--- src/rtl/bsg_axil_txs_scheduler_if.sv ---
// Bundle of the TX-slot write side and the packet output side of the scheduler.
// master drives words and downstream ready; slave is the scheduler itself.
interface bsg_axil_txs_scheduler_if #(
    parameter int num_fifos_p     = 2,
    parameter int words_per_pkt_p = 4
);
    localparam int src_width_lp = (num_fifos_p > 1) ? $clog2(num_fifos_p) : 1;
    localparam int vac_width_lp = $clog2(words_per_pkt_p + 1);

    logic [num_fifos_p-1:0][31:0]           txs_i;
    logic [num_fifos_p-1:0]                 txs_v_i;
    logic [num_fifos_p-1:0]                 txs_ready_o;
    logic [words_per_pkt_p*32-1:0]          pkt_o;
    logic [src_width_lp-1:0]                pkt_src_o;
    logic                                   pkt_v_o;
    logic                                   pkt_ready_i;
    logic [num_fifos_p-1:0][vac_width_lp-1:0] tdfv_o;
    logic [num_fifos_p-1:0]                 isr_txc_o;
    logic [num_fifos_p-1:0]                 clr_isrs_txc_i;

    modport master (
        output txs_i, txs_v_i, pkt_ready_i, clr_isrs_txc_i,
        input  txs_ready_o, pkt_o, pkt_src_o, pkt_v_o, tdfv_o, isr_txc_o
    );

    modport slave (
        input  txs_i, txs_v_i, pkt_ready_i, clr_isrs_txc_i,
        output txs_ready_o, pkt_o, pkt_src_o, pkt_v_o, tdfv_o, isr_txc_o
    );
endinterface

--- src/rtl/bsg_axil_txs_scheduler.sv ---
// Assembles per-slot words into fixed-size packets and round-robin arbitrates
// completed packets onto one registered output, with per-slot vacancy and TXC status.
module bsg_axil_txs_scheduler #(
    parameter int num_fifos_p     = 2,
    parameter int words_per_pkt_p = 4
) (
    input  logic                          clk_i,
    input  logic                          reset_i,
    bsg_axil_txs_scheduler_if.slave       bus
);
    localparam int src_width_lp = (num_fifos_p > 1) ? $clog2(num_fifos_p) : 1;
    localparam int vac_width_lp = $clog2(words_per_pkt_p + 1);
    localparam int idx_width_lp = (words_per_pkt_p > 1) ? $clog2(words_per_pkt_p) : 1;
    localparam logic [vac_width_lp-1:0] w_lp         = vac_width_lp'(words_per_pkt_p);
    localparam logic [src_width_lp-1:0] last_init_lp = src_width_lp'(num_fifos_p - 1);

    logic [num_fifos_p-1:0][vac_width_lp-1:0]        cnt_r;
    logic [num_fifos_p-1:0][words_per_pkt_p-1:0][31:0] buf_r;
    logic [num_fifos_p-1:0]                          full;
    logic [num_fifos_p-1:0]                          ready;
    logic [num_fifos_p-1:0]                          accept;
    logic [num_fifos_p-1:0][vac_width_lp-1:0]        tdfv;

    logic                                 out_v_r;
    logic [words_per_pkt_p-1:0][31:0]     out_data_r;
    logic [src_width_lp-1:0]              out_src_r;
    logic [src_width_lp-1:0]              last_r;
    logic [src_width_lp-1:0]              grant;
    int                                   best;
    logic                                 ld;
    logic                                 hs;
    logic [num_fifos_p-1:0]               isr_txc_r;

    always_comb begin
        full   = '0;
        ready  = '0;
        accept = '0;
        tdfv   = '0;
        for (int i = 0; i < num_fifos_p; i++) begin
            full[i]   = (cnt_r[i] == w_lp);
            ready[i]  = (cnt_r[i] < w_lp);
            accept[i] = bus.txs_v_i[i] & ready[i];
            tdfv[i]   = w_lp - cnt_r[i];
        end
    end

    // Round-robin: pick the full slot with the smallest distance past last_r.
    always_comb begin
        grant = '0;
        best  = num_fifos_p;
        for (int s = 0; s < num_fifos_p; s++) begin
            if (full[s] && (((s + num_fifos_p - 1 - int'(last_r)) % num_fifos_p) < best)) begin
                best  = (s + num_fifos_p - 1 - int'(last_r)) % num_fifos_p;
                grant = src_width_lp'(s);
            end
        end
    end

    assign ld = (!out_v_r | bus.pkt_ready_i) & (|full);
    assign hs = out_v_r & bus.pkt_ready_i;

    always_ff @(posedge clk_i) begin
        for (int i = 0; i < num_fifos_p; i++) begin
            if (reset_i)
                cnt_r[i] <= '0;
            else if (ld && (grant == src_width_lp'(i)))
                cnt_r[i] <= '0;
            else if (accept[i])
                cnt_r[i] <= cnt_r[i] + vac_width_lp'(1);
        end
    end

    // Packet buffers need no reset: they are only read once cnt_r reaches W again.
    always_ff @(posedge clk_i) begin
        for (int i = 0; i < num_fifos_p; i++) begin
            if (accept[i])
                buf_r[i][cnt_r[i][idx_width_lp-1:0]] <= bus.txs_i[i];
        end
    end

    always_ff @(posedge clk_i) begin
        if (reset_i) begin
            out_v_r    <= 1'b0;
            out_data_r <= '0;
            out_src_r  <= '0;
            last_r     <= last_init_lp;
        end else if (ld) begin
            out_v_r    <= 1'b1;
            out_data_r <= buf_r[grant];
            out_src_r  <= grant;
            last_r     <= grant;
        end else if (hs) begin
            out_v_r    <= 1'b0;
        end
    end

    // A handshake on slot i beats a simultaneous clear of that slot's bit.
    always_ff @(posedge clk_i) begin
        for (int i = 0; i < num_fifos_p; i++) begin
            if (reset_i)
                isr_txc_r[i] <= 1'b0;
            else if (hs && (out_src_r == src_width_lp'(i)))
                isr_txc_r[i] <= 1'b1;
            else if (bus.clr_isrs_txc_i[i])
                isr_txc_r[i] <= 1'b0;
        end
    end

    assign bus.txs_ready_o = ready;
    assign bus.tdfv_o      = tdfv;
    assign bus.pkt_v_o     = out_v_r;
    assign bus.pkt_o       = out_data_r;
    assign bus.pkt_src_o   = out_src_r;
    assign bus.isr_txc_o   = isr_txc_r;
endmodule

--- src/flat_wrapper.sv ---
// flat-port wrapper written by rule: the top's interface ports become plain ports
module bsg_axil_txs_scheduler_flat 
#(
    parameter int num_fifos_p     = 2,
    parameter int words_per_pkt_p = 4
)
  (clk_i, reset_i, bus_txs_i, bus_txs_v_i, bus_pkt_ready_i, bus_clr_isrs_txc_i, bus_txs_ready_o, bus_pkt_o, bus_pkt_src_o, bus_pkt_v_o, bus_tdfv_o, bus_isr_txc_o);
  bsg_axil_txs_scheduler_if #(.num_fifos_p(num_fifos_p), .words_per_pkt_p(words_per_pkt_p)) bus_i ();
  input  logic clk_i;
  input  logic reset_i;
  input wire logic [$bits(bus_i.txs_i)-1:0] bus_txs_i;
  input wire logic [$bits(bus_i.txs_v_i)-1:0] bus_txs_v_i;
  input wire logic [$bits(bus_i.pkt_ready_i)-1:0] bus_pkt_ready_i;
  input wire logic [$bits(bus_i.clr_isrs_txc_i)-1:0] bus_clr_isrs_txc_i;
  output wire logic [$bits(bus_i.txs_ready_o)-1:0] bus_txs_ready_o;
  output wire logic [$bits(bus_i.pkt_o)-1:0] bus_pkt_o;
  output wire logic [$bits(bus_i.pkt_src_o)-1:0] bus_pkt_src_o;
  output wire logic [$bits(bus_i.pkt_v_o)-1:0] bus_pkt_v_o;
  output wire logic [$bits(bus_i.tdfv_o)-1:0] bus_tdfv_o;
  output wire logic [$bits(bus_i.isr_txc_o)-1:0] bus_isr_txc_o;
  assign bus_i.txs_i = bus_txs_i;
  assign bus_i.txs_v_i = bus_txs_v_i;
  assign bus_i.pkt_ready_i = bus_pkt_ready_i;
  assign bus_i.clr_isrs_txc_i = bus_clr_isrs_txc_i;
  assign bus_txs_ready_o = bus_i.txs_ready_o;
  assign bus_pkt_o = bus_i.pkt_o;
  assign bus_pkt_src_o = bus_i.pkt_src_o;
  assign bus_pkt_v_o = bus_i.pkt_v_o;
  assign bus_tdfv_o = bus_i.tdfv_o;
  assign bus_isr_txc_o = bus_i.isr_txc_o;
  bsg_axil_txs_scheduler #(.num_fifos_p(num_fifos_p), .words_per_pkt_p(words_per_pkt_p)) u_core (.clk_i(clk_i), .reset_i(reset_i), .bus(bus_i));
endmodule
--- config.mk ---
export PLATFORM = sky130hd
export DESIGN_NAME = bsg_axil_txs_scheduler_flat
export DESIGN_NICKNAME = d
export VERILOG_FILES = /design/src/rtl/bsg_axil_txs_scheduler_if.sv /design/src/rtl/bsg_axil_txs_scheduler.sv /design/src/flat_wrapper.sv
export SDC_FILE = /design/constraint.sdc
export NUM_CORES = 1
export LEC_CHECK = 0
export CAP_MARGIN = 5
export CORE_MARGIN = 2
export CORE_UTILIZATION = 30
export CTS_CLUSTER_DIAMETER = 40
export DETAILED_ROUTE_END_ITERATION = 12
export HOLD_SLACK_MARGIN = 0.1
export SETUP_SLACK_MARGIN = 0.2
export SLEW_MARGIN = 30
export SYNTH_ARGS = -nofsm -noshare
export SYNTH_HDL_FRONTEND = slang
export SYNTH_SLANG_ARGS = --single-unit
--- constraint.sdc ---
create_clock -name clk_i -period 7.5 [get_ports clk_i]
set_input_delay 2.25 -clock clk_i [delete_from_list [all_inputs] [get_ports clk_i]]
set_output_delay 2.25 -clock clk_i [all_outputs]
set_load 0.02 [all_outputs]
==> impl_metrics.yaml <==
status:
  outcome: "finished clean"
worst_hold_path:
  min_delay_path_depth: 2
  hold_class: "register to register"
power:
  switching_share_pct: 23.1
  internal_power_uw: 4110
  max-vdd-ir-drop_mv: 0.155
  p_per_area_mw_per_mm2: 282
  pwr-share-clk_pct: 50.9
  p_comb_share_pct: 4.0
  p_sw_uw: 1230
  leakage_uw: 0.00582
  p_seq_share_pct: 45.1
logic_synthesis:
  synth-edff-count: 256
  synth_area_leaders: "edfxtp_1 53%, dfxtp_1 19%, a31oi_1 5.6%"
  synth_cell_type_count: 27
  post-synth-top-count-cell: "edfxtp_1"
  synth_nets: 1181
  synth-seq-area-share_pct: 72.8
  yosys_warnings: 0
  synth_area_per_cell_um2: 13.1
  synth_cells: 1099
  synth_top_area_share_pct: 53.5
  ys.flop_type: "edfxtp_1"
  syn_area_mm2: 0.0144
  async_reset_ff_share_pct: 0
  synth_top_area_cell: "edfxtp_1"
  synth_commonest_cells: "256 x edfxtp_1, 139 x dfxtp_1, 132 x nand3_1"
  synth_seq_cells: 395
clock_tree:
  clock_path_buffers: 3
  clkSlewWorstSetupHoldPaths_ns: 0.05
  cts_htree_levels: 2
  cts_setup_buffers: 0
  hold_buffers: 0
  tritoncts: "yes"
  cts-resized-gates: 0
  root_buffer: "clkbuf_16"
  numClockSinks: 395
  clk_latency_ns: 0.62
  cts_buffers: 57
detailed_routing:
  drc_errors: 0
  avgViaCountPerCell: 5.45
  ant_nets: 0
  drt_iter0_markers: 913
  wire_per_inst_um: 24.3
  dr.pass1.iters: 5
  postRouteWirelength_um: 46900
  vias: 10500
timing:
  tightestPinTransition_ns: 0.996
  min_period_over_period_pct: 66.1
  skew_ns: 0.0203
  relSlewSlack_pct: 33.6
  fin_setup_tns_ns: 0
  hold_violations: 0
  rsz0062_at_grt: "false"
  period_needed_ns: 4.96
  slew_violations: 0
  finalSetupViolations: 0
  max_freq_ghz: 0.202
  setup_ws_ns: 2.54
layout:
  fillers: 4420
  drive_gt1_share_pct: 10.3
  area_growth_syn_to_layout_pct: 31.6
  final_nets: 1349
critical_path:
  cp_max_fo: 60
  reg2reg_setup_slack_ns: 3.57
  start_kind: "register"
  critical_path_class: "register to output pin"
  worst_r2r_path_depth: 8
  cpPeakStageDelay_ns: 0.62
  end_kind: "output pin"
  path_cells: "inv_1 > ha_1 > ha_4 > a21oi_1 > clkdlybuf4s50_1"
  crit_slowest_cell: "clkdlybuf4s50_1"
  worstPathRequired_ns: 5.25
  crit_arrival_ns: 2.71
global_routing:
  grt_start_max_net_pins: 204
  grt_pass1_vias: 10400
  grt_overflow_total: 0
  grt_pass1_wl_um: 69300
  grt_use_total_pct: 18.6
  antenna_found_initial: 1
place:
  dp_hpwl_um: 26800
  dp_slack_ns: 2.83
  io_buffers: 210
  globalplace.congestion: 0.726
die:
  row_count: 80
  die-area_mm2: 0.0497
  die_h_um: 223
  start_util_pct: 30.2
  io_pins: 211
  die_width_um: 223
  core_area_mm2: 0.0475
job:
  drv_cap: 0
==> cell type report <==
type	instances	area, um^2	area share, %
diodes	1	2.50	0.0132
clock buffers	72	1550	8.21
clock inverters	35	417	2.20
inverters	7	26.3	0.139
multi-input cells	578	3400	18.0
flip-flops and latches	395	10500	55.3
well taps	615	769	4.07
repair buffers	228	2280	12.1
==> power by group through the flow <==
stage               Clock (uW)  Sequential [uW]  Combinational, uW
floorplan                    0             2460               74.6
global placement             0             2450                216
detailed placement           0             2450                220
CTS                       2760             2410                221
global route              2860             2410                231
finish                    2720             2410                216
==> stage by stage <==
step / area (um^2) / std cells / utilization, % / total power [uW] / hold slack, ns
floorplan: 14400 / 1099 / - / 2530 / 0.461
global placement: 16900 / 1821 / 35.5 / 2670 / 0.463
detailed placement: 16900 / 1823 / 35.6 / 2670 / 0.466
CTS: 18900 / 1930 / 39.8 / 5390 / 0.477
global route: 18900 / 1930 / 39.8 / 5500 / 0.504
finish: 18900 / 1931 / 39.8 / 5340 / 0.472
==> critical path, delay by kind of cell (launching register included) <==
kind            cells  cell delay, ns
fa+ha+maj           2            0.68
buf+inv             2            0.72
compound gates      1            0.22
flops               1            0.48
==> registers in the layout (all words and copies together), names as in the netlist <==
register and count:
u_core.bus.pkt_v_o 1, u_core.last_r 1, u_core.buf_r 256, u_core.bus.pkt_o 128
u_core.bus.pkt_src_o 1, u_core.bus.isr_txc_o 2, u_core.cnt_r 6
==> placed cells by master, fill, tap and decap left out, types with 2 or more instances in the layout <==
master,instances
a211oi_1,2
clkbuf_8,7
clkinv_2,5
and2_2,8
a21o_1,2
clkbuf_16,57
nand4_1,128
a31oi_1,128
inv_6,14
buf_4,15
buf_12,2
nand2b_4,2
inv_8,3
clkdlybuf4s50_1,209
a21oi_1,14
nor2b_1,2
ha_1,10
o21ai_0,106
a211o_1,2
or2_2,2
o21ai_1,27
edfxtp_1,256
nand2_1,2
nand3_1,132
bufinv_16,4
nor3_1,2
clkinv_4,3
clkbuf_1,8
nand2b_1,4
dfxtp_1,139
clkinvlp_4,3
inv_1,7
==> cell families after synthesis <==
family                   after synthesis  synth area share, %
AO/OA/AOI/OAI                        283                 11.2
buffers and inverters                126                 3.92
adder cells (fa/ha/maj)               11                0.957
flip-flops                           395                 72.8
AND/OR/NAND/NOR                      284                 11.2
==> worst paths after layout <==
check / start / end
min: u_core.bus.isr_txc_o[0] / u_core.bus.isr_txc_o[0]
min reg2reg: u_core.bus.isr_txc_o[0] / u_core.bus.isr_txc_o[0]
max reg2reg: u_core.cnt_r[0] / u_core.bus.pkt_o[37]
max: u_core.cnt_r[0] / bus_txs_ready_o[0]
==> routing by layer <==
layer / wire length, um / global-route usage, % / vias to the layer above
met2: 23900 / 32.0 / 398
met4: 997 / 6.15 / 0
li1: - / - / 4677
met5: 0 / 0 / -
met3: 2760 / 3.77 / 64
met1: 19300 / 23.3 / 5380
(Power assumes the default switching activity.)
